### config.mk
export PLATFORM = sky130hd
export DESIGN_NAME = alu_arbiter_flat
export DESIGN_NICKNAME = d
export VERILOG_FILES = /design/src/rtl/alu_arbiter_pkg.sv /design/src/rtl/alu_arbiter_if.sv /design/src/rtl/alu_arbiter_alu.sv /design/src/rtl/alu_arbiter.sv /design/src/flat_wrapper.sv
export SDC_FILE = /design/constraint.sdc
export NUM_CORES = 1
export LEC_CHECK = 0
export CORE_MARGIN = 1.5
export CORE_UTILIZATION = 61
export DETAILED_ROUTE_END_ITERATION = 8
export PLACE_DENSITY = 0.89
export SYNTH_ARGS = -nofsm -noshare
export SYNTH_HDL_FRONTEND = slang
export SYNTH_SLANG_ARGS = --single-unit
### constraint.sdc
create_clock -name clk -period 14.9 [get_ports clk]
set_clock_uncertainty 0.15 [all_clocks]
set_input_delay 2.98 -clock clk [delete_from_list [all_inputs] [get_ports clk]]
set_output_delay 2.98 -clock clk [all_outputs]
set_load 0.02 [all_outputs]
### src/rtl/alu_arbiter_pkg.sv
// alu_pkg: RV32I ALU operation codes {funct7[5], funct3} and the legal-code check
package alu_pkg;

   typedef enum logic [3:0] {
      OP_ADD  = 4'b0000,
      OP_SUB  = 4'b1000,
      OP_SLL  = 4'b0001,
      OP_SLT  = 4'b0010,
      OP_SLTU = 4'b0011,
      OP_XOR  = 4'b0100,
      OP_SRL  = 4'b0101,
      OP_SRA  = 4'b1101,
      OP_OR   = 4'b0110,
      OP_AND  = 4'b0111
   } alu_op_e;

   function automatic logic is_legal_op(input logic [3:0] code);
      return code inside {OP_ADD, OP_SUB, OP_SLL, OP_SLT, OP_SLTU,
                          OP_XOR, OP_SRL, OP_SRA, OP_OR, OP_AND};
   endfunction

endpackage

### src/rtl/alu_arbiter_if.sv
// alu_arbiter_if: two requester channels and one response channel around the shared ALU
interface alu_arbiter_if;
   logic        req0_valid, req1_valid;
   logic        req0_ready, req1_ready;
   logic [31:0] req0_op1, req0_op2, req1_op1, req1_op2;
   logic [3:0]  req0_operation, req1_operation;
   logic        resp_valid, resp_ready, resp_id, resp_illegal;
   logic [31:0] resp_result;

   modport slave (
      input  req0_valid, req1_valid, req0_op1, req0_op2, req1_op1, req1_op2,
             req0_operation, req1_operation, resp_ready,
      output req0_ready, req1_ready, resp_valid, resp_id, resp_result, resp_illegal
   );

   modport master (
      output req0_valid, req1_valid, req0_op1, req0_op2, req1_op1, req1_op2,
             req0_operation, req1_operation, resp_ready,
      input  req0_ready, req1_ready, resp_valid, resp_id, resp_result, resp_illegal
   );
endinterface

### src/rtl/alu_arbiter_alu.sv
// alu: combinational RV32I integer ALU; unknown codes yield zero
module alu
   import alu_pkg::*;
(
   input  logic [31:0] operand1,
   input  logic [31:0] operand2,
   input  logic [3:0]  operation,
   output logic [31:0] result
);

   // shifts use only the low five bits of operand2
   always_comb begin
      result = '0;
      case (operation)
         OP_ADD:  result = operand1 + operand2;
         OP_SUB:  result = operand1 - operand2;
         OP_SLL:  result = operand1 << operand2[4:0];
         OP_SLT:  result = {31'd0, $signed(operand1) < $signed(operand2)};
         OP_SLTU: result = {31'd0, operand1 < operand2};
         OP_XOR:  result = operand1 ^ operand2;
         OP_SRL:  result = operand1 >> operand2[4:0];
         OP_SRA:  result = $unsigned($signed(operand1) >>> operand2[4:0]);
         OP_OR:   result = operand1 | operand2;
         OP_AND:  result = operand1 & operand2;
         default: result = '0;
      endcase
   end

endmodule

### src/rtl/alu_arbiter.sv
// alu_arbiter: two-requester arbiter feeding one registered ALU slot
module alu_arbiter
   import alu_pkg::*;
#(
   parameter bit RR_ENABLE = 1'b1
) (
   input  logic           clk,
   input  logic           rst_n,
   alu_arbiter_if.slave   bus
);

   logic        slot_free, grant1, accept;
   logic        resp_valid_q, resp_valid_d;
   logic        resp_id_q, resp_id_d;
   logic        last_grant_q, last_grant_d;
   logic [31:0] op1_q, op1_d, op2_q, op2_d;
   logic [3:0]  code_q, code_d;
   logic [31:0] alu_result;

   // pick a winner; only it sees ready, and only when the slot can take a new operation
   always_comb begin
      slot_free      = !resp_valid_q || bus.resp_ready;
      grant1         = bus.req1_valid && (!bus.req0_valid || (RR_ENABLE && !last_grant_q));
      bus.req0_ready = rst_n && slot_free && bus.req0_valid && !grant1;
      bus.req1_ready = rst_n && slot_free && grant1;
      accept         = bus.req0_ready || bus.req1_ready;
   end

   // load the winner's operands on acceptance, otherwise hold; drop valid once consumed
   always_comb begin
      resp_valid_d = accept || (resp_valid_q && !bus.resp_ready);
      resp_id_d    = accept ? grant1 : resp_id_q;
      last_grant_d = accept ? grant1 : last_grant_q;
      op1_d        = accept ? (grant1 ? bus.req1_op1 : bus.req0_op1) : op1_q;
      op2_d        = accept ? (grant1 ? bus.req1_op2 : bus.req0_op2) : op2_q;
      code_d       = accept ? (grant1 ? bus.req1_operation : bus.req0_operation) : code_q;
   end

   // slot registers; cleared operands (ADD 0+0) make the reset result read as zero
   always_ff @(posedge clk) begin
      if (!rst_n) begin
         resp_valid_q <= 1'b0;
         resp_id_q    <= 1'b0;
         last_grant_q <= 1'b1;
         op1_q        <= '0;
         op2_q        <= '0;
         code_q       <= OP_ADD;
      end else begin
         resp_valid_q <= resp_valid_d;
         resp_id_q    <= resp_id_d;
         last_grant_q <= last_grant_d;
         op1_q        <= op1_d;
         op2_q        <= op2_d;
         code_q       <= code_d;
      end
   end

   alu alu (
      .operand1  (op1_q),
      .operand2  (op2_q),
      .operation (code_q),
      .result    (alu_result)
   );

   // response is derived from the held operation, so it stays stable while stalled
   always_comb begin
      bus.resp_valid   = resp_valid_q;
      bus.resp_id      = resp_id_q;
      bus.resp_illegal = !is_legal_op(code_q);
      bus.resp_result  = bus.resp_illegal ? '0 : alu_result;
   end

endmodule

### src/flat_wrapper.sv
// flat-port wrapper written by rule: the top's interface ports become plain ports
module alu_arbiter_flat import alu_pkg::*;
#(
   parameter bit RR_ENABLE = 1'b1
)
  (clk, rst_n, bus_req0_valid, bus_req1_valid, bus_req0_op1, bus_req0_op2, bus_req1_op1, bus_req1_op2, bus_req0_operation, bus_req1_operation, bus_resp_ready, bus_req0_ready, bus_req1_ready, bus_resp_valid, bus_resp_id, bus_resp_result, bus_resp_illegal);
  alu_arbiter_if bus_i ();
  input  logic clk;
  input  logic rst_n;
  input wire logic [$bits(bus_i.req0_valid)-1:0] bus_req0_valid;
  input wire logic [$bits(bus_i.req1_valid)-1:0] bus_req1_valid;
  input wire logic [$bits(bus_i.req0_op1)-1:0] bus_req0_op1;
  input wire logic [$bits(bus_i.req0_op2)-1:0] bus_req0_op2;
  input wire logic [$bits(bus_i.req1_op1)-1:0] bus_req1_op1;
  input wire logic [$bits(bus_i.req1_op2)-1:0] bus_req1_op2;
  input wire logic [$bits(bus_i.req0_operation)-1:0] bus_req0_operation;
  input wire logic [$bits(bus_i.req1_operation)-1:0] bus_req1_operation;
  input wire logic [$bits(bus_i.resp_ready)-1:0] bus_resp_ready;
  output wire logic [$bits(bus_i.req0_ready)-1:0] bus_req0_ready;
  output wire logic [$bits(bus_i.req1_ready)-1:0] bus_req1_ready;
  output wire logic [$bits(bus_i.resp_valid)-1:0] bus_resp_valid;
  output wire logic [$bits(bus_i.resp_id)-1:0] bus_resp_id;
  output wire logic [$bits(bus_i.resp_result)-1:0] bus_resp_result;
  output wire logic [$bits(bus_i.resp_illegal)-1:0] bus_resp_illegal;
  assign bus_i.req0_valid = bus_req0_valid;
  assign bus_i.req1_valid = bus_req1_valid;
  assign bus_i.req0_op1 = bus_req0_op1;
  assign bus_i.req0_op2 = bus_req0_op2;
  assign bus_i.req1_op1 = bus_req1_op1;
  assign bus_i.req1_op2 = bus_req1_op2;
  assign bus_i.req0_operation = bus_req0_operation;
  assign bus_i.req1_operation = bus_req1_operation;
  assign bus_i.resp_ready = bus_resp_ready;
  assign bus_req0_ready = bus_i.req0_ready;
  assign bus_req1_ready = bus_i.req1_ready;
  assign bus_resp_valid = bus_i.resp_valid;
  assign bus_resp_id = bus_i.resp_id;
  assign bus_resp_result = bus_i.resp_result;
  assign bus_resp_illegal = bus_i.resp_illegal;
  alu_arbiter #(.RR_ENABLE(RR_ENABLE)) u_core (.clk(clk), .rst_n(rst_n), .bus(bus_i));
endmodule
Yosys cells after proc, flatten, opt, wreduce, memory -nomap -nowiden:

Cells that the tools add are included.

* add/subtract/negate cells: 2
* order comparisons: 2
* eq/ne operators: 9
* shifts and indexed selects: 3
* muxes and demuxes: 5
* bitwise gates (word level): 3
* reductions and logical operators: 18

Operator list (number)
* $pmux 32 s10: 1
* $mux 32: 3
* $lt 32x32->1: 2
* $add 32x32->32: 1
* $and 32x32->32: 1
* $or 32x32->32: 1
* $shl 32x5->32: 1
* $shr 32x5->32: 1
* $sshr 32x5->32: 1
* $sub 32x32->32: 1
* $xor 32x32->32: 1
* $eq 4x3->1 const B: 4
* $reduce_bool 10->1: 1
* $eq 4x2->1 const B: 2
* $eq 4x4->1 const B: 2
* $logic_and 1x1->1: 6
* $logic_not 1->1: 6
* $eq 4x1->1 const B: 1
* $logic_not 4->1: 1
* $logic_or 1x1->1: 4
* $mux 4: 1

* bits in registers: 71
* input bits: 141
* output and inout port bits: 37
* logic and storage cells: 48

Depth between registers and ports, before layout:

* depth in word-level cells: 7
* depth in mapped cells: 15
* gate-level depth less buffers: 13

Cells and area by module:

A second synthesis with hierarchy kept.

* cells, all modules: 1686
* area total of the unflattened synthesis: 12629.6 um2

Modules (own cells, without submodules)
* alu: instances 1, cells an instance 1297, area an instance 8589.5 um2, seq. area each 0.0 um2
* alu_arbiter: instances 1, cells an instance 389, area an instance 4040.1 um2, seq. area each 1421.4 um2

Worst setup path after synthesis:

Ideal clock, no wire load.

* path type: input -> output
* start point: input port bus_req1_valid
* end point: output port bus_req1_ready
* arrival time: 4.125 ns
* required time: 11.770 ns
* path slack: 7.645 ns
* stages: 4
* path buffers: 2
* cells stage by stage: a21boi_0 > clkbuf_1 > buf_1 > and3_1

* word-level cells in the longest chain between the ends: 2

Ends and longest elaborated chain
* start: declaration: RTL line flat_wrapper.sv:11 `input wire logic [$bits(bus_i.req1_valid)-1:0] bus_req1_valid;`
* $logic_and 1x1->1: RTL line alu_arbiter.sv:23 `grant1 = bus.req1_valid && (!bus.req0_valid || (RR_ENABLE && !last_grant_q));`
* $logic_and 1x1->1: RTL line alu_arbiter.sv:25 `bus.req1_ready = rst_n && slot_free && grant1;`
* end: declaration: RTL line flat_wrapper.sv:20 `output wire logic [$bits(bus_i.req1_ready)-1:0] bus_req1_ready;`

Every way passes these cells.

Worst setup path in the final report:

* start point: register u_core.op2_q[1]
* end point: output port bus_resp_result[31]

* word-level cells in the longest chain between the ends: 3
* elaborated cells between the ends (all ways): 7

Ends and longest elaborated chain
* start: declaration: RTL line alu_arbiter.sv:16 `logic [31:0] op1_q, op1_d, op2_q, op2_d;`
* start signal: assignment: RTL line alu_arbiter.sv:53 `op2_q <= op2_d;`
* $sub 32x32->32 (tied with other cells): RTL line alu_arbiter_alu.sv:16 `OP_SUB: result = operand1 - operand2;`
* $pmux 32 s10 *: RTL line alu_arbiter_alu.sv:14 `case (operation)`
* $mux 32 *: RTL line alu_arbiter.sv:70 `bus.resp_result = bus.resp_illegal ? '0 : alu_result;`
* end: declaration: RTL line flat_wrapper.sv:23 `output wire logic [$bits(bus_i.resp_result)-1:0] bus_resp_result;`

Mark *: on every way between the ends. The rest lies on a longest branch, timed or not.

==> results.md <==
- Status: finished clean
- Flops & latches, synth: between 70 and 80
- Final Hold Vio Count: 0
- Die Footprint: 0.0198 mm²
- CP Capture Type: primary output
- Total chip power: 1.14 mW
- Final ANT Viol Nets: 0
- Max cap viols: 0
- Routed WL: roughly 48,000 µm
- Worst Min Path Start: u_core.op2_q[28]
- WL per Instance: 25.8 µm
- Initial DRC count: 2,071
- Cts repair resizes: 0
- Number of flops mapped to enable cells by yosys: 0
- Ant diodes: 0
- Worst-Skew Late Latency: 0.35 ns
- H-tree depth: 3
- Post-synth cell types: 87
- Share of layout cells above drive strength 1: 6.25%
- DR pass1 iterations: 7
- Area growth syn-to-layout: 17.1%
- Die width: 141 µm
- Post-synthesis sequential area ratio: 12.3%
- Yosys Warn Count: 0
- Final #Nets: approximately 1,900
- Drt via density: 7.22
- Lkg Pwr: 5.99 nW
- Worst setup SP type: flop
- Mean Syn Cell Area: roughly 7.5 µm²
- CP Max Fanout: 44
- Actual slew at the worst max-slew pin: roughly 1.2 ns
- Cts hold-fix bufs: 0
- Setup TNS: 0 ns
- Mapped Area: 0.0116 mm²
- Io pins: 178
- DP HPWL: roughly 36,000 µm
- Vias post-DR: 13,500
- Hold WC Path Type: reg -> reg
- Num CTS Buffers: 9
- Reg2Reg Setup Slack: approximately 12 ns
- RSZ-0062 raised after global routing: no
- Reg2reg end: u_core.op2_q[8]
- CP required: 11.77 ns
- GRT Total Usage: 47.8%
- Power per cell area: 83.7 mW/mm²
- Final design utilization: 72.7%
- Syn nets: 1,784
- Initial antenna violation count: 0
- Fin. max-slew vios: 0
- Grt ovf: 0
- Gpl congestion: 1.13
- Critical path arrival: 5.47 ns
- Post-synth top flop: dfxtp_1
- VDD IR max: 0.0000555 V
- Crit Path Class: reg -> out
- Worst r2r path cells: 6
- Setup violators final: 0
- Reg-to-reg critical path startpoint: u_core.bus.resp_valid
- Max Freq: ~0.12 GHz
- I/O Buffers: 177
- Global-route wire length before repair: 72,800 µm
- Die Y-Extent: 141 µm
- Final worst path period share: 57.7%
- Synth Instances: roughly 1,500
- Hold depth: 1
- Clock sinks: 71
- CTS root buf: clkbuf_16
- Starting density of the core: 62.1%
- Vias in the first global route: ~12,000
- Synth async-reset ratio: 0%
- Clock transition at the registers of the reported paths: 0.07 ns
- CTS tree: yes
- Hold endpoint: u_core.op2_q[28]
- Number of remaining DRC errors: 0
- Core ar.: 0.0186 mm²
- Post-CTS Setup Bufs: 0
- Maximum clock path buffer count: 2
- Core Rows: 50
- Max-slew headroom: 19.6%
- Largest net degree at the start of global routing: 106
- Final min period: 8.60 ns
==> worst max-delay path: stages (launching register included) <==
cell and delay (ns):
dfxtp_4 0.73, clkinv_1 0.59, ha_1 0.52, a211o_1 0.30, a211oi_1 0.60, nor4_1 0.28, a22o_1 0.26, a21oi_1 0.33
a31oi_1 0.27, nor4_1 0.24, a2bb2oi_1 0.34, clkdlybuf4s50_1 0.67
==> layout make-up <==
class                           instances  area, µm²
Timing Repair Buffer                  200       1940
Fill cell                            1431       5080
Clock buffer                            9        225
Inverter                               95        357
Clock inverter                          7        109
Multi-Input combinational cell       1250       9210
Sequential cell                        71       1430
Tap cell                              234        293
==> cells in the mapped netlist (15+ instances only) <==
cell	instances	share of area (%)
xnor2_1	17	1.3
dfxtp_1	71	12
o221ai_1	15	1.1
a21oi_1	100	4.3
nor2_1	168	5.4
clkbuf_1	75	2.4
o211a_1	70	6.1
a211oi_1	15	0.97
mux4_2	29	5.6
a22oi_1	26	1.7
inv_1	88	2.9
a221oi_1	21	1.6
a31oi_1	18	0.97
ha_1	100	11
nand2b_1	20	1.1
o211ai_1	22	1.4
nand2_1	152	4.9
nor3_1	27	1.2
o21ai_0	67	2.9
nand3_1	20	0.86
o21ai_1	35	1.5
mux2i_1	128	11
buf_1	18	0.58
==> per-stage QoR <==
stage | instances | hold slack (ns) | worst slack, ns | instance area [µm²]
finish | 1866 | 0.384 | 6.30 | 13600
global route | 1866 | 0.409 | 6.21 | 13600
CTS | 1866 | 0.380 | 6.33 | 13600
detailed placement | 1850 | 0.365 | 6.35 | 13200
global placement | 1850 | 0.357 | 6.43 | 13200
floorplan | 1541 | 0.341 | 7.65 | 11600
==> kinds of logic after synthesis <==
family	Yosys count	synth area share, %
AOI/OAI and AO/OA	519	32.1
and+or+nand+nor	442	16.6
buffers and inverters	220	8.63
muxes	166	17.6
adders and majority gates	102	11.2
DFF	71	12.3
xor gates and xnor gates	21	1.59
==> routing by layer <==
metal | wire (µm) | GRT usage [%] | vias to the layer above
li1 | - | - | 5883
met1 | 17900 | 61.9 | 6203
met2 | 20000 | 71.5 | 1129
met3 | 6750 | 12.5 | 260
met4 | 3580 | 28.8 | 0
met5 | 0 | 0 | -
==> flip-flops by register name, summed over array words and instances, names as in the netlist <==
signal and count:
u_core.code_q 4, u_core.bus.resp_valid 1, u_core.op2_q 32, u_core.op1_q 32, u_core.last_grant_q 1, u_core.bus.resp_id 1
==> power by group <==
group          internal (mW)  leakage [nW]  switching (mW)
Sequential             0.206         0.589          0.0462
Combinational          0.257          5.23           0.377
Clock                  0.151         0.164          0.0977
==> how the worst max path moves through the flow <==
stage,start,cells past startpoint,endpoint
6_report,u_core.op2_q[1],11,bus_resp_result[31]
5_1_grt,bus_req1_valid,5,bus_req1_ready
4_1_cts,bus_req1_valid,5,bus_req1_ready
3_5_place_dp,bus_req0_valid,5,bus_req1_ready
3_3_place_gp,bus_req0_valid,5,bus_req1_ready
2_1_floorplan,bus_req1_valid,4,bus_req1_ready
==> layout by cell type (no fill, tap or decap), types with 29 or more instances in the layout <==
cell,count
nand2_1,152
nor2_1,166
a21oi_1,100
ha_1,100
clkdlybuf4s50_1,176
o21ai_0,67
dfxtp_1,67
inv_1,87
mux4_2,29
o21ai_1,35
mux2i_1,128
o211a_1,70
(Power assumes the default switching activity.)
